$ cat src/rtl/z80_cb_ind_hl_seq_if.sv
// Bus and handshake bundle between the CB (HL) sequencer, the main decoder,
// the register file and the bus cycle unit.
`ifndef Z80_CB_CYCLE_DEFS
`define Z80_CB_CYCLE_DEFS
`define CYCLE_NONE     3'd0
`define CYCLE_M1       3'd1
`define CYCLE_RDWR_MEM 3'd2
`endif

interface z80_cb_ind_hl_seq_if;
   logic        start;
   logic [15:0] ip_in;
   logic [15:0] hl_in;
   logic [7:0]  f_in;
   logic [7:0]  bus_rdata;
   logic        wait_n;
   logic [2:0]  mcycle_type;
   logic [15:0] bus_addr;
   logic        bus_rd;
   logic        bus_wr;
   logic [7:0]  bus_wdata;
   logic        busy;
   logic        done;
   logic [15:0] ip_out;
   logic [7:0]  f_out;
   logic        f_we;
   logic        illegal;
   logic        timeout;

   // Sequencer side
   modport master (
      input  start, ip_in, hl_in, f_in, bus_rdata, wait_n,
      output mcycle_type, bus_addr, bus_rd, bus_wr, bus_wdata,
             busy, done, ip_out, f_out, f_we, illegal, timeout
   );

   // Decoder / bus unit / register file side
   modport slave (
      output start, ip_in, hl_in, f_in, bus_rdata, wait_n,
      input  mcycle_type, bus_addr, bus_rd, bus_wr, bus_wdata,
             busy, done, ip_out, f_out, f_we, illegal, timeout
   );
endinterface

$ cat src/rtl/z80_cb_ind_hl_seq.sv
// Machine-cycle sequencer for CB-prefixed (HL) instructions: BIT/RES/SET and
// the eight rotate/shift ops. Runs prefix fetch, opcode fetch, memory read at
// HL and an optional write-back, then reports IP and F. All outputs are
// registered; they are computed from the next state and next T-state.
module z80_cb_ind_hl_seq #(
   parameter int TW_MAX = 15
) (
   input logic                 clk,
   input logic                 reset_n,
   z80_cb_ind_hl_seq_if.master cb
);

   localparam int TWW = $clog2(TW_MAX + 2);
   localparam logic [TWW-1:0] TW_LIM = TWW'(TW_MAX);

   typedef enum logic [2:0] {
      S_IDLE     = 3'd0,
      S_FETCH_CB = 3'd1,
      S_FETCH_OP = 3'd2,
      S_MEM_RD   = 3'd3,
      S_MEM_WR   = 3'd4,
      S_FINISH   = 3'd5
   } state_t;

   // Z80 P/V parity flag: set when the byte has an even number of ones.
   function automatic logic even_parity(input logic [7:0] v);
      return ~(^v);
   endfunction

   // Result byte and flags for one CB op; returns {f_we, f, result}.
   function automatic logic [16:0] cb_alu(input logic [7:0] op,
                                          input logic [7:0] d,
                                          input logic [7:0] f);
      logic [7:0] r;
      logic [7:0] fo;
      logic       c;
      logic       we;
      logic [2:0] b;
      b  = op[5:3];
      r  = d;
      fo = f;
      c  = f[0];
      we = 1'b0;
      case (op[7:6])
         2'b00: begin
            case (b)
               3'd0:    begin r = {d[6:0], d[7]};   c = d[7]; end // RLC
               3'd1:    begin r = {d[0], d[7:1]};   c = d[0]; end // RRC
               3'd2:    begin r = {d[6:0], f[0]};   c = d[7]; end // RL
               3'd3:    begin r = {f[0], d[7:1]};   c = d[0]; end // RR
               3'd4:    begin r = {d[6:0], 1'b0};   c = d[7]; end // SLA
               3'd5:    begin r = {d[7], d[7:1]};   c = d[0]; end // SRA
               3'd6:    begin r = {d[6:0], 1'b1};   c = d[7]; end // SLL
               3'd7:    begin r = {1'b0, d[7:1]};   c = d[0]; end // SRL
               default: begin r = d;                c = f[0]; end
            endcase
            fo = {r[7], (r == 8'h00), r[5], 1'b0, r[3], even_parity(r), 1'b0, c};
            we = 1'b1;
         end
         2'b01: begin
            fo = {((b == 3'd7) && d[7]), ~d[b], f[5], 1'b1, f[3], ~d[b], 1'b0, f[0]};
            we = 1'b1;
         end
         2'b10: begin
            r = d & ~(8'h01 << b);
         end
         2'b11: begin
            r = d | (8'h01 << b);
         end
         default: begin
            r = d;
         end
      endcase
      return {we, fo, r};
   endfunction

   state_t         state_q, state_d;
   logic [2:0]     t_q, t_d;
   logic [TWW-1:0] tw_q, tw_d;
   logic [15:0]    ip_q, ip_d;
   logic [7:0]     op_q, op_d;
   logic [7:0]     byte_q, byte_d;
   logic [7:0]     result_q, result_d;
   logic [7:0]     fhold_q, fhold_d;
   logic           fwe_hold_q, fwe_hold_d;
   logic           illegal_q, illegal_d;
   logic           timeout_q, timeout_d;

   logic [2:0]     mtype_q, mtype_d;
   logic [15:0]    addr_q, addr_d;
   logic           rd_q, rd_d;
   logic           wr_q, wr_d;
   logic [7:0]     wdata_q, wdata_d;
   logic           busy_q, busy_d;
   logic           done_q, done_d;
   logic [15:0]    ip_out_q, ip_out_d;
   logic [7:0]     f_out_q, f_out_d;
   logic           f_we_q, f_we_d;

   logic [2:0]     last_t_s;
   logic [16:0]    alu_s;

   assign last_t_s = ((state_q == S_FETCH_CB) || (state_q == S_FETCH_OP)) ? 3'd4 : 3'd3;
   assign alu_s    = cb_alu(op_q, cb.bus_rdata, cb.f_in);

   // Next state, T-state/wait counters and operand latching.
   always_comb begin
      state_d    = state_q;
      t_d        = t_q;
      tw_d       = tw_q;
      ip_d       = ip_q;
      op_d       = op_q;
      byte_d     = byte_q;
      result_d   = result_q;
      fhold_d    = fhold_q;
      fwe_hold_d = fwe_hold_q;
      illegal_d  = 1'b0;
      timeout_d  = 1'b0;
      case (state_q)
         S_IDLE: begin
            if (cb.start) begin
               state_d = S_FETCH_CB;
               t_d     = 3'd1;
               tw_d    = '0;
               ip_d    = cb.ip_in;
            end else begin
               state_d = S_IDLE;
            end
         end
         S_FETCH_CB, S_FETCH_OP, S_MEM_RD, S_MEM_WR: begin
            if ((t_q == 3'd2) && !cb.wait_n) begin
               // Wait state: T-counter parks at T2
               if (tw_q == TW_LIM) begin
                  timeout_d = 1'b1;
                  state_d   = S_IDLE;
                  t_d       = 3'd0;
                  tw_d      = '0;
               end else begin
                  tw_d = tw_q + TWW'(1);
               end
            end else if (t_q != last_t_s) begin
               t_d = t_q + 3'd1;
               if (t_q == 3'd3) begin
                  byte_d = cb.bus_rdata;   // M1 data captured at end of T3
               end else begin
                  byte_d = byte_q;
               end
            end else begin
               // Last T-state of this M-cycle
               tw_d = '0;
               case (state_q)
                  S_FETCH_CB: begin
                     if (byte_q != 8'hCB) begin
                        illegal_d = 1'b1;
                        state_d   = S_IDLE;
                     end else begin
                        state_d = S_FETCH_OP;
                     end
                  end
                  S_FETCH_OP: begin
                     if (byte_q[2:0] != 3'b110) begin
                        illegal_d = 1'b1;
                        state_d   = S_IDLE;
                     end else begin
                        op_d    = byte_q;
                        state_d = S_MEM_RD;
                     end
                  end
                  S_MEM_RD: begin
                     result_d   = alu_s[7:0];
                     fhold_d    = alu_s[15:8];
                     fwe_hold_d = alu_s[16];
                     if (op_q[7:6] == 2'b01) begin
                        state_d = S_FINISH;
                     end else begin
                        state_d = S_MEM_WR;
                     end
                  end
                  S_MEM_WR: begin
                     state_d = S_FINISH;
                  end
                  default: begin
                     state_d = S_IDLE;
                  end
               endcase
               if ((state_d == S_FINISH) || (state_d == S_IDLE)) begin
                  t_d = 3'd0;
               end else begin
                  t_d = 3'd1;
               end
            end
         end
         S_FINISH: begin
            state_d = S_IDLE;
            t_d     = 3'd0;
         end
         default: begin
            state_d = S_IDLE;
            t_d     = 3'd0;
            tw_d    = '0;
         end
      endcase
   end

   // Bus and completion outputs for the upcoming clock, from next state.
   always_comb begin
      mtype_d  = `CYCLE_NONE;
      addr_d   = 16'h0000;
      rd_d     = 1'b0;
      wr_d     = 1'b0;
      wdata_d  = 8'h00;
      busy_d   = (state_d != S_IDLE);
      done_d   = 1'b0;
      ip_out_d = 16'h0000;
      f_out_d  = 8'h00;
      f_we_d   = 1'b0;
      case (state_d)
         S_FETCH_CB: begin
            mtype_d = `CYCLE_M1;
            addr_d  = ip_d;
            rd_d    = (t_d == 3'd1) || (t_d == 3'd2);
         end
         S_FETCH_OP: begin
            mtype_d = `CYCLE_M1;
            addr_d  = ip_d + 16'd1;
            rd_d    = (t_d == 3'd1) || (t_d == 3'd2);
         end
         S_MEM_RD: begin
            mtype_d = `CYCLE_RDWR_MEM;
            addr_d  = cb.hl_in;
            rd_d    = 1'b1;
         end
         S_MEM_WR: begin
            mtype_d = `CYCLE_RDWR_MEM;
            addr_d  = cb.hl_in;
            wr_d    = (t_d != 3'd1);
            wdata_d = result_d;
         end
         S_FINISH: begin
            done_d   = 1'b1;
            ip_out_d = ip_d + 16'd2;
            f_out_d  = fhold_d;
            f_we_d   = fwe_hold_d;
         end
         default: begin
            mtype_d = `CYCLE_NONE;
            addr_d  = 16'h0000;
         end
      endcase
   end

   // State, datapath and registered outputs; async reset aborts everything.
   always_ff @(posedge clk or negedge reset_n) begin
      if (!reset_n) begin
         state_q    <= S_IDLE;
         t_q        <= 3'd0;
         tw_q       <= '0;
         ip_q       <= 16'h0000;
         op_q       <= 8'h00;
         byte_q     <= 8'h00;
         result_q   <= 8'h00;
         fhold_q    <= 8'h00;
         fwe_hold_q <= 1'b0;
         illegal_q  <= 1'b0;
         timeout_q  <= 1'b0;
         mtype_q    <= `CYCLE_NONE;
         addr_q     <= 16'h0000;
         rd_q       <= 1'b0;
         wr_q       <= 1'b0;
         wdata_q    <= 8'h00;
         busy_q     <= 1'b0;
         done_q     <= 1'b0;
         ip_out_q   <= 16'h0000;
         f_out_q    <= 8'h00;
         f_we_q     <= 1'b0;
      end else begin
         state_q    <= state_d;
         t_q        <= t_d;
         tw_q       <= tw_d;
         ip_q       <= ip_d;
         op_q       <= op_d;
         byte_q     <= byte_d;
         result_q   <= result_d;
         fhold_q    <= fhold_d;
         fwe_hold_q <= fwe_hold_d;
         illegal_q  <= illegal_d;
         timeout_q  <= timeout_d;
         mtype_q    <= mtype_d;
         addr_q     <= addr_d;
         rd_q       <= rd_d;
         wr_q       <= wr_d;
         wdata_q    <= wdata_d;
         busy_q     <= busy_d;
         done_q     <= done_d;
         ip_out_q   <= ip_out_d;
         f_out_q    <= f_out_d;
         f_we_q     <= f_we_d;
      end
   end

   assign cb.mcycle_type = mtype_q;
   assign cb.bus_addr    = addr_q;
   assign cb.bus_rd      = rd_q;
   assign cb.bus_wr      = wr_q;
   assign cb.bus_wdata   = wdata_q;
   assign cb.busy        = busy_q;
   assign cb.done        = done_q;
   assign cb.ip_out      = ip_out_q;
   assign cb.f_out       = f_out_q;
   assign cb.f_we        = f_we_q;
   assign cb.illegal     = illegal_q;
   assign cb.timeout     = timeout_q;

endmodule

$ cat src/flat_wrapper.sv
// flat-port wrapper written by rule: the top's interface ports become plain ports
module z80_cb_ind_hl_seq_flat 
#(
   parameter int TW_MAX = 15
)
  (clk, reset_n, cb_start, cb_ip_in, cb_hl_in, cb_f_in, cb_bus_rdata, cb_wait_n, cb_mcycle_type, cb_bus_addr, cb_bus_rd, cb_bus_wr, cb_bus_wdata, cb_busy, cb_done, cb_ip_out, cb_f_out, cb_f_we, cb_illegal, cb_timeout);
  z80_cb_ind_hl_seq_if cb_i ();
  input logic clk;
  input logic reset_n;
  input wire logic [$bits(cb_i.start)-1:0] cb_start;
  input wire logic [$bits(cb_i.ip_in)-1:0] cb_ip_in;
  input wire logic [$bits(cb_i.hl_in)-1:0] cb_hl_in;
  input wire logic [$bits(cb_i.f_in)-1:0] cb_f_in;
  input wire logic [$bits(cb_i.bus_rdata)-1:0] cb_bus_rdata;
  input wire logic [$bits(cb_i.wait_n)-1:0] cb_wait_n;
  output wire logic [$bits(cb_i.mcycle_type)-1:0] cb_mcycle_type;
  output wire logic [$bits(cb_i.bus_addr)-1:0] cb_bus_addr;
  output wire logic [$bits(cb_i.bus_rd)-1:0] cb_bus_rd;
  output wire logic [$bits(cb_i.bus_wr)-1:0] cb_bus_wr;
  output wire logic [$bits(cb_i.bus_wdata)-1:0] cb_bus_wdata;
  output wire logic [$bits(cb_i.busy)-1:0] cb_busy;
  output wire logic [$bits(cb_i.done)-1:0] cb_done;
  output wire logic [$bits(cb_i.ip_out)-1:0] cb_ip_out;
  output wire logic [$bits(cb_i.f_out)-1:0] cb_f_out;
  output wire logic [$bits(cb_i.f_we)-1:0] cb_f_we;
  output wire logic [$bits(cb_i.illegal)-1:0] cb_illegal;
  output wire logic [$bits(cb_i.timeout)-1:0] cb_timeout;
  assign cb_i.start = cb_start;
  assign cb_i.ip_in = cb_ip_in;
  assign cb_i.hl_in = cb_hl_in;
  assign cb_i.f_in = cb_f_in;
  assign cb_i.bus_rdata = cb_bus_rdata;
  assign cb_i.wait_n = cb_wait_n;
  assign cb_mcycle_type = cb_i.mcycle_type;
  assign cb_bus_addr = cb_i.bus_addr;
  assign cb_bus_rd = cb_i.bus_rd;
  assign cb_bus_wr = cb_i.bus_wr;
  assign cb_bus_wdata = cb_i.bus_wdata;
  assign cb_busy = cb_i.busy;
  assign cb_done = cb_i.done;
  assign cb_ip_out = cb_i.ip_out;
  assign cb_f_out = cb_i.f_out;
  assign cb_f_we = cb_i.f_we;
  assign cb_illegal = cb_i.illegal;
  assign cb_timeout = cb_i.timeout;
  z80_cb_ind_hl_seq #(.TW_MAX(TW_MAX)) u_core (.clk(clk), .reset_n(reset_n), .cb(cb_i));
endmodule
$ cat config.mk
export PLATFORM = sky130hd
export DESIGN_NAME = z80_cb_ind_hl_seq_flat
export DESIGN_NICKNAME = d
export VERILOG_FILES = /design/src/rtl/z80_cb_ind_hl_seq_if.sv /design/src/rtl/z80_cb_ind_hl_seq.sv /design/src/flat_wrapper.sv
export SDC_FILE = /design/constraint.sdc
export NUM_CORES = 1
export LEC_CHECK = 0
export BUFFER_PORTS_ARGS = -buffer_cell sky130_fd_sc_hd__buf_4
export CAP_MARGIN = 0
export CELL_PAD_IN_SITES_DETAIL_PLACEMENT = 0
export CELL_PAD_IN_SITES_GLOBAL_PLACEMENT = 1
export CORE_ASPECT_RATIO = 1.75
export CORE_UTILIZATION = 45
export CTS_CLUSTER_SIZE = 16
export DETAILED_ROUTE_END_ITERATION = 8
export PLACE_DENSITY_LB_ADDON = 0.1
export SLEW_MARGIN = 20
export SYNTH_ARGS = -nofsm -noshare
export SYNTH_HDL_FRONTEND = slang
export SYNTH_SLANG_ARGS = --single-unit
$ cat constraint.sdc
create_clock -name clk -period 8.6 [get_ports clk]
set_clock_uncertainty 0.2 [all_clocks]
set_input_delay 1.72 -clock clk [delete_from_list [all_inputs] [get_ports clk]]
set_output_delay 1.72 -clock clk [all_outputs]
set_load 0.03 [all_outputs]
==> impl_summary.md, run 1 <==
Run status
The flow ran to the end, and the final reports show no timing, DRC or antenna violations.

Run
Across the run, the number of max-cap violations was 0.

Detailed routing
For this block, the via count after detailed routing is 4823. The initial detailed-routing violation count is 271. The length of the first detailed-routing pass in iterations is 5.

The final antenna-violating net count is 0. The detail-routed via count per cell is 5.50. After detailed routing, the total wire length is 16900 um.

The average wire per standard cell is 19.3 um. For this run, design rule violations remaining after detail routing come to 0.

Clock network
Gates resized during post-CTS repair numbered 0. TritonCTS built the clock tree. The library cell used as clock root buffer is sky130_fd_sc_hd__clkbuf_16. The number of sinks driven by the clock tree is about 110. Counting along the longest clock path gives a buffer depth of 2. The total setup buffers inserted after CTS is 0. The hold-fix buffer count after cts is 0. Clock-pin slew was measured on the worst setup and hold paths at 60 ps. At the later pin of the worst-skew pair, clock insertion delay measures 410 ps. The H-tree was split into 4 levels. TritonCTS created 17 clock buffers.

Power and ir drop
Of the total power, the share spent switching nets is 0.360. The cell-internal power is 1.40 mW. After layout, the design draws a total of between 2 and 2.5 mW. The combinational share of power is 0.331. Of the total power, registers draw 0.332. IR analysis of the VDD net gives a maximum drop of 0.159 mV. In this run the static leakage power is between 3 and 4 nW. The share of total power in the clock network is 0.337.

The power density relative to cell area is 294 nW/um^2. The net switching power is 0.787 mW.

Layout
Relative to the synthesized area, the layout overhead comes to 25.7%. In the layout the commonest cells are sky130_fd_sc_hd__dfrtp_1 (114), sky130_fd_sc_hd__buf_4 (111), sky130_fd_sc_hd__nand2_1 (64). The number of antenna diodes in the final layout is 0. Of the cells placed in the final design, the portion with a size suffix greater than 1 is 0.263. The library cell used most frequently in the layout, excluding fill and tap cells, is sky130_fd_sc_hd__dfrtp_1. At the end of the flow, the number of nets in the layout was 755.

GRT
The largest net degree at the start of global routing is 82. For this run the aggregate overflow at the end of global routing stands at 0. The number of antenna violations at the first check in global routing is 0.

The number of global-route vias before repair came to 4982. For this run, the total global-route usage over all layers was measured as 0.260. The global-route wire length before repair is 26300 um.

Worst setup path
The largest stage delay on the critical path is 780 ps. The largest driver fanout on the critical path is 29. Among all stages on the critical path, the largest delay is contributed by sky130_fd_sc_hd__or4_1. The data arrival time at the worst-slack endpoint is between 4000 and 5000 ps.

The signal on the critical path passes through buf_4, nor2b_1, or2_1, or3_1, o21ai_0, buf_4, or4_1, o311ai_0, a22o_1. The number of cells traversed by the worst register-to-register path is 10. The type of the worst setup path is input pin to register. The most numerous cell type found on the critical path is sky130_fd_sc_hd__buf_4. The required time of the critical path is between 8000 and 9000 ps. The worst setup path is captured at a register. The type of origin of the critical path is an input pin.

Yosys
The most used flip-flop cell after synthesis is sky130_fd_sc_hd__dfrtp_1. The share of the Yosys chip area taken by registers is 0.483. By area the synthesized netlist is led by sky130_fd_sc_hd__dfrtp_1 (48%), sky130_fd_sc_hd__nand2_1 (4.1%), sky130_fd_sc_hd__mux2_2 (3.8%).

After synthesis, the share of flip-flops with an asynchronous set or reset is 1.00. The number of enable flip-flop cells after synthesis is 0. In this run the cell area of the synthesized design comes to between 5000 and 6000 sq um. Synthesis produced a netlist with a net count of 654.

Synthesis produced 592 cells. The mean area per synthesized cell is around 10 sq um. Yosys mapped the design onto 71 distinct sky130hd cell types.

Yosys printed 0 warnings. Of all cell types, the one taking the most synthesized area is sky130_fd_sc_hd__dfrtp_1. Of the post-synthesis cell area, the dominant cell type holds 0.483. The synthesized design contains 114 register bits.

STA
The upper clock frequency limit is 0.228 GHz. Measured against its own limit, the worst slew margin works out to 0.439. The final clock period utilization by the worst path is 0.511.

The transition at the pin with the smallest max-transition slack is between 800 and 900 ps. Setup repair after global routing left no endpoint under its margin. The setup TNS after final layout is 0 ps. The final number of max-transition violations is 0. The total count of hold-check failures in the final report was 0. The count of final setup violators is 0. The worst path needs 4390 ps of the cycle, external delays included.

Hold path
The number of instances on the worst hold path is 2. In this run the worst hold path is classified as register to register.

Die
The height of the chip is 154 um. The initial standard-cell utilization of the core is 0.459. In this run the core area contains 55 standard-cell rows.

The die covers 13600 sq um. 110 I/O pins were placed. The core area is 12900 sq um. The die extent in x is ~89 um.

Placement
Routability-driven placement finished with a final weighted congestion of 0.916. The port buffer count is roughly 110. The detailed placement HPWL is 12400 um.
[cells in the mapped netlist, drive strengths merged, types with 3 or more instances]
cell type	instances
a211o	5
a21oi	19
a221o	10
a221oi	6
and2	6
and3	12
buf	15
clkbuf	15
dfrtp	114
ha	10
inv	26
mux2	21
mux2i	23
nand2	65
nand2b	3
nand3	24
nand3b	6
nand4	10
nor2	55
nor2b	14
nor3	17
nor3b	3
nor4	4
o21ai	40
o31ai	3
or2	4
or3	5
xnor2	17
xor2	3
[registers in the layout (all words and copies together) (netlist names), 2 cells and up]
name	cells
u_core.cb.mcycle_type	2
u_core.cb.ip_out	16
u_core.t_q	3
u_core.ip_q	16
u_core.op_q	5
u_core.tw_q	5
u_core.cb.f_out	8
u_core.cb.bus_wdata	8
u_core.state_q	3
u_core.byte_q	8
u_core.fhold_q	8
u_core.result_q	8
u_core.cb.bus_addr	16
[worst paths after layout]
check                                  start                    end  slack [ps]
setup / recovery                   cb_wait_n  u_core.cb.bus_addr[6]        4210
hold reg to reg            u_core.fhold_q[1]      u_core.fhold_q[1]         280
min in group asynchronous            reset_n    u_core.cb.ip_out[8]        1060
max in group asynchronous            reset_n      u_core.fhold_q[4]        6070
setup reg to reg               u_core.t_q[0]  u_core.cb.bus_addr[2]        4790
hold / removal             u_core.fhold_q[1]      u_core.fhold_q[1]         280
[power by group through the flow]
stage                     Sequential [mW]  Combinational (mW)  Clock [mW]
after floorplan                     0.766               0.462           0
after global placement              0.729               0.706           0
after detailed placement            0.731               0.719           0
after CTS                           0.724               0.721       0.745
after global routing                0.736               0.786       0.768
final                               0.726               0.722       0.735
[area by class of cell]
type / count / area, sq um
fill: 1173 / 5440
sequential: 114 / 2850
multi-input combinational: 422 / 2790
timing repair buffer: 112 / 845
clock buffer: 19 / 453
tap: 171 / 214
clock inverter: 13 / 169
inverter: 26 / 97.6
[per-layer routing]
| layer | global-route usage | wire [um] |
|---|---|---|
| met3 | 0.0483 | 630 |
| met4 | 0.121 | 417 |
| met1 | 0.272 | 5930 |
| met5 | 0 | 0 |
| met2 | 0.482 | 9910 |
[cell families after synthesis]
kind of cell | Yosys count | synth area share
AND/OR/NAND/NOR | 239 | 0.210
XOR/XNOR | 20 | 0.0297
buffers and inverters | 56 | 0.0443
other | 1 | 0.000635
AO/OA/AOI/OAI | 106 | 0.124
flip-flops | 114 | 0.483
multiplexers | 46 | 0.0879
adder cells (fa/ha/maj) | 10 | 0.0212
[worst max-delay path, delay by kind of cell]
kind	cells	cell delay [ps]
buf+inv	2	340
simple gates	4	1840
compound gates	3	630
[metrics by stage]
step                       util  cell area, sq um  setup slack (ps)  hold WS [ps]  cells
after global routing      0.577              7420              3920           314    877
after floorplan               -              5900              4590           233    592
after detailed placement  0.528              6800              3800           255    845
after global placement    0.528              6800              3830           263    845
final                     0.577              7420              4210           280    877
after CTS                 0.577              7420              4210           278    877
Note: power is estimated with default switching activity, not from simulation.
==> run 2, diff against run 1 <==
- CORE_UTILIZATION: 45 -> 39
- clock period: 8.6 -> 3.94 ns (I/O delays scaled with it)
==> run 2 against run 1 <==
Net effect:
- register-to-register slack worse by 4300 ps
- die area up 15%
- sequential cell count unchanged
- clock-buffer cell count down 1
- global-route usage down 2.4 points
- critical path depth unchanged
- total power up 120%
- critical path type is now register to register
- largest power group is now combinational cells
==> impl_summary.md, run 2 (synthesis results as in run 1) <==
Die
The height of the chip is 165 um. The core area is 14800 sq um. The number of placement rows is 59. The initial utilization of the core area, before any placement, comes to 0.398. The die is 95.0 um wide. Pin placement for this block handled 110 I/O pins. The die covers 15700 sq um.

STA
The worst slew margin relative to its limit is 0.432. The total count of hold-check failures in the final report is 0. Of the available clock period, the critical path in the final layout requires 0.878. The minimum period implied by the final worst setup slack is 3460 ps.

The final number of max-transition violations is 0. For this run, the top clock speed supported by timing is 0.289 GHz. The smallest setup slack after layout is a little under 500 ps.

The transition at the pin with the smallest max-transition slack is 852 ps. Setup violations remaining at the end of the flow were counted as 0. The final hold slack is 268 ps. Setup repair after global routing left no endpoint under its margin. Adding up every negative setup slack in the final design gives 0 ps.

Layout
After the last flow step, the layout net total stands at 768. The number of non-filler instances in the completed layout is 902. The number of inserted filler cells in the final layout is 1394. Leaving out fill and tap cells, the most frequent cell in the layout is sky130_fd_sc_hd__buf_4. In the layout the commonest cells are sky130_fd_sc_hd__buf_4 (123), sky130_fd_sc_hd__dfrtp_1 (114), sky130_fd_sc_hd__nand2_1 (64). Of the cells placed in the final design, the portion with a size suffix greater than 1 is 0.277. 0 antenna diodes ended up in the layout. Compared with the post-synthesis result, the final layout area differs by 28.3%.

Worst setup path
The required time of the critical path is approximately 4000 ps. The type of the worst setup path is register to register. The type of origin of the critical path is a register. The data arrival time at the worst-slack endpoint is approximately 3500 ps. The critical path capture point type is a register.

Tracing the worst setup path back leads to its startpoint at u_core.t_q[0]. The worst register-to-register path begins at u_core.t_q[0]. The largest driver fanout on the critical path is 18.

Power and ir drop
The power density relative to cell area is 645 nW/um^2. The worst IR drop on VDD is 0.303 mV. The static power due to leakage is 3.60 nW. The post-route total power is 4.89 mW.

Clock network
TritonCTS built the clock tree. Gates resized during post-CTS repair numbered 0. The number of hold buffers added after CTS was 0.

The level count of the clock H-tree is 4. The clock input transition at the sequential cells of the worst setup and hold paths is 50 ps. Counting along the longest clock path gives a buffer depth of 2. The tree built by TritonCTS fans out to roughly 110 sinks. The number of clock buffers inserted by TritonCTS is 17. Post-CTS timing repair inserted 0 buffers for setup. Clock tree synthesis selected as its root buffer the cell sky130_fd_sc_hd__clkbuf_16.

The clock reaches the later pin of the worst-skew pair after 410 ps.

Run
The max-cap violation count is 0.

GRT
The layer flagged by global routing as most heavily used is met2. The global-route met3 utilization is 0.0419. Entering global routing, the biggest net connects 60 pins.

The number of antenna violations at the first check in global routing is 0. The first global-routing pass estimated 27300 um of wire. For this run, global-route usage on met2 was measured as 0.448. The global-route track usage on met1 is 0.243.

Global routing finished with a remaining overflow of 0. The number of global-route vias before repair is 5039. The total routing usage reported by global routing is 0.236.

Placement
The detailed placement HPWL is 13000 um. At the end of routability-driven placement, the weighted congestion stood at 0.870. Before CTS, the worst setup slack after placement is 430 ps. Buffers placed on the I/O ports in this run total 108. The count of placed standard cells including taps is 870.

Detailed routing
The final antenna-violating net count is 0. The average wire per standard cell is 19.2 um. The total number of vias is a little under 5000. After the first detailed-routing iteration, the DRC count stood at approximately 210. For this run, design rule violations remaining after detail routing come to 0. The detail-routed via count per cell is 5.43.

The routed design has 17300 um of wire. The first detailed-routing pass ran for 4 iterations.

Hold path
The type of the tightest min-delay check is input pin to asynchronous set/reset pin.

Run status
The flow ran to the end, and the final reports show no timing, DRC or antenna violations.
-- run 2: cell count changes in the layout (fill, tap and decap cells not counted) --
cell and delta:
sky130_fd_sc_hd__inv_6 -2, sky130_fd_sc_hd__bufinv_16 +1, sky130_fd_sc_hd__clkbuf_8 -1, sky130_fd_sc_hd__buf_6 -1, sky130_fd_sc_hd__clkinvlp_4 +1, sky130_fd_sc_hd__clkinv_4 +2, sky130_fd_sc_hd__clkinv_2 -1, sky130_fd_sc_hd__buf_4 +12
sky130_fd_sc_hd__buf_12 +2
-- run 2: metal layers --
metal / wire, um / vias to the layer above / share of wire
met5: 0 / - / 0
met4: 666 / 0 / 0.038
met3: 537 / 37 / 0.031
met2: 9810 / 148 / 0.57
met1: 6320 / 2379 / 0.36
li1: - / 2335 / -
-- run 2: final cells by class --
type / count / area, sq um / share of cell area
Sequential cell: 114 / 2850 / 0.376
Clock buffer: 18 / 439 / 0.0580
Clock inverter: 14 / 201 / 0.0266
Timing Repair Buffer: 125 / 963 / 0.127
Tap cell: 183 / 229 / 0.0302
Inverter: 26 / 97.6 / 0.0129
Multi-Input combinational cell: 422 / 2790 / 0.369
-- run 2: path summary, 6_finish.rpt --
kind,to,slack [ps],cells after the start
worst max register to register,u_core.cb.bus_addr[2],480,9
max in group asynchronous,u_core.cb.bus_addr[0],2500,2
worst min register to register,u_core.fhold_q[1],270,2
worst min-delay path,u_core.byte_q[2],270,1
min in group clk,u_core.fhold_q[1],270,2
worst max-delay path,u_core.cb.bus_addr[2],480,9
-- run 2: critical path, stage by stage, from the launching register on --
cell                      delay [ps]
sky130_fd_sc_hd__dfrtp_1         510
sky130_fd_sc_hd__inv_1           110
sky130_fd_sc_hd__ha_1            230
sky130_fd_sc_hd__nor2b_1         180
sky130_fd_sc_hd__or2_1           280
sky130_fd_sc_hd__or3_1           370
sky130_fd_sc_hd__o21ai_0         270
sky130_fd_sc_hd__or4_1           670
sky130_fd_sc_hd__o21ai_0         190
sky130_fd_sc_hd__a221o_1         320
-- run 2: per-stage QoR --
step	area (sq um)	utilization
after floorplan	5900	-
after global placement	6940	0.467
after detailed placement	6940	0.467
after CTS	7580	0.511
after global routing	7580	0.511
final	7580	0.511
-- run 2: power breakdown --
group | switching, mW | internal (mW)
Combinational | 1.00 | 0.661
Sequential | 0.168 | 1.40
Clock | 0.569 | 1.08
==> run 3, diff against run 2 <==
- CELL_PAD_IN_SITES_DETAIL_PLACEMENT: 0 -> not set
- CELL_PAD_IN_SITES_GLOBAL_PLACEMENT: 1 -> not set
- CORE_UTILIZATION: 39 -> 45
- PLACE_DENSITY: not set -> 0.69
- PLACE_DENSITY_LB_ADDON: 0.1 -> not set
==> run 3 against run 2 <==
Net effect:
- non-clock buffer count fell by 5
- die area decreased by 13%
- clock power down 9%
- worst setup slack lost 140 ps
- global-route usage up 1.6 points
- total power fell by 4.2%
- via count grew 1.5%
- sequential cell count unchanged
- utilization rose by 7.0 points
- register-to-register slack lost 140 ps
- critical path type unchanged
- largest power group unchanged
- highest routed layer unchanged
==> impl_summary.md, run 3 (synthesis results as in run 1) <==
Clock network
The clock tree buffer depth is 2. The level count of the clock H-tree is 4. The later pin in the worst-skew pair is clocked with a latency of 410 ps. The clock input transition at the sequential cells of the worst setup and hold paths is about 60 ps. The library cell used as clock root buffer is sky130_fd_sc_hd__clkbuf_16. The number of clock buffers inserted by TritonCTS is 17. The TritonCTS clock tree is built. The total setup buffers inserted after CTS is 0.

The hold-fix buffer count after cts is 0. The number of sinks driven by the clock tree is around 110. The number of gates resized after CTS was 0.

Run
Max-cap violations in this run came to 0.

STA
At the pin with the least slew margin, the transition time is 834 ps. Across all setup checks in the final design, the least slack found is approximately 340 ps. The final number of max-transition violations came to 0. The count of final setup violators is 0. The total count of hold-check failures in the final report is 0. After layout, the minimum clock period comes to 3600 ps. The final clock period utilization by the worst path is 0.914. The worst slew margin relative to its limit is 0.444. The setup TNS after final layout is 0 ps.

The upper clock frequency limit is 0.278 GHz. Setup repair after global routing left no endpoint under its margin.

Placement
The port buffer count is 108. The final weighted congestion of routability-driven global placement is 0.943. The count of placed standard cells including taps is 853.

The setup slack after placement is 315 ps. Once detailed placement completed, the half-perimeter wirelength came to 11900 um.

Worst setup path
The data arrival time at the worst-slack endpoint is between 3000 and 4000 ps. Among all stages on the critical path, the largest delay is contributed by sky130_fd_sc_hd__dfrtp_1. Along the worst path, the maximum fanout reaches 16. The cell type group with the largest total delay on the critical path is compound AO/OA/AOI/OAI gates.

The largest stage delay on the critical path is 520 ps. The startpoint identified for the worst register-to-register timing path is u_core.t_q[0]. The critical path starts at u_core.t_q[0].

Counting both buffers and inverters, the worst setup path holds a total of 2. The required time of the critical path is 4030 ps. The type of the worst setup path is register to register.

STA classifies the critical path startpoint as a register. The critical path capture point type is a register. The signal on the critical path passes through inv_1, ha_1, nor2b_1, or2_1, a32o_1, o31ai_4, or3_1, mux2i_1, inv_2, a221o_1.

Power and ir drop
The analysis attributes to cell leakage a power of 3.55 nW. Across the VDD grid, the largest voltage drop is ~0.44 mV. The power density relative to cell area is 627 nW/um^2.

GRT
For this run, the total global-route usage over all layers was measured as 0.252. The number of antenna violations at the first check in global routing came to 0. Global routing finished with a remaining overflow of 0. The number of global-route vias before repair is 5005. Entering global routing, the biggest net connects 69 pins. The global-route wire length before repair is roughly 26000 um.

Detailed routing
The final antenna-violating net count is 0. The first detailed-routing pass took 5 iterations. The initial detailed-routing violation count is 315. After detailed routing, the total wire length is between 15000 and 20000 um. Summing over every cut layer, the via total after detailed routing is between 4000 and 5000. The number of design rule violations left after detail routing is 0. The average wire per standard cell is 18.2 um.

Using the TritonRoute via totals, the vias-per-cell ratio works out to 5.62.

Die
The number of placement rows is between 50 and 60. The core area is 12900 sq um. Measured along the y axis, the die boundary spans 154 um. The floorplan step set the die width to 88.6 um. The initial standard-cell utilization of the core is 0.459. 110 I/O pins were placed. The die covers 13600 sq um.

Layout
The top cell types in the final layout, fill and taps aside, are sky130_fd_sc_hd__buf_4 (118), sky130_fd_sc_hd__dfrtp_1 (114), sky130_fd_sc_hd__nand2_1 (64). In the final design database the tool counted 763 nets. The finished layout holds 885 standard cells, fillers aside. The number of diodes added for antenna fixing is 0. The share of layout cells above drive strength 1 is 0.272. The leading cell type in the layout, fill and taps excluded is sky130_fd_sc_hd__buf_4. The area growth from synthesis to layout is 26.5%.

The end-of-flow core utilization is 0.580. After filler insertion, the fill cell instance count of the layout stands at 1112.

Hold path
The tightest min-delay check is of the input pin to asynchronous set/reset pin type.

Run status
The run finished with clean final reports.
-- run 3: worst paths after layout --
| kind | to | cells after the start | slack [ps] |
|---|---|---|---|
| max in group asynchronous | u_core.byte_q[3] | 2 | 2580 |
| min | u_core.cb.ip_out[13] | 1 | 190 |
| max reg2reg | u_core.cb.bus_addr[5] | 10 | 340 |
| min in group clk | u_core.fhold_q[5] | 2 | 280 |
| max | u_core.cb.bus_addr[5] | 10 | 340 |
| min reg2reg | u_core.fhold_q[5] | 2 | 280 |
-- run 3: area by class of cell --
| class | count | area [sq um] | area share |
|---|---|---|---|
| well taps | 171 | 214 | 0.0286 |
| multi-input cells | 422 | 2790 | 0.374 |
| clock inverters | 14 | 145 | 0.0194 |
| inverters | 26 | 97.6 | 0.0131 |
| clock buffers | 18 | 439 | 0.0588 |
| flip-flops and latches | 114 | 2850 | 0.382 |
| repair buffers | 120 | 926 | 0.124 |
-- run 3: metrics by stage --
| step | power, mW | instance area (sq um) | hold slack, ps |
|---|---|---|---|
| 3_5_place_dp | 3.18 | 6880 | 270 |
| 5_1_grt | 4.93 | 7470 | 223 |
| 2_1_floorplan | 2.68 | 5900 | 233 |
| 6_report | 4.68 | 7470 | 187 |
| 3_3_place_gp | 3.14 | 6880 | 245 |
| 4_1_cts | 4.70 | 7470 | 190 |
-- run 3: layer usage --
layer,share of wire,vias up,wire [um],global-route usage
met5,0,-,0,0
met4,0.042,0,682,0.137
met3,0.046,44,743,0.0483
met2,0.54,200,8740,0.437
met1,0.37,2407,5960,0.282
li1,-,2320,-,-
-- run 3: where the power goes --
part / internal [mW] / leakage, nW / switching (mW)
Sequential: 1.40 / 1.48 / 0.182
Clock: 0.904 / 0.285 / 0.596
Combinational: 0.640 / 1.78 / 0.957
Total: 2.95 / 3.55 / 1.74
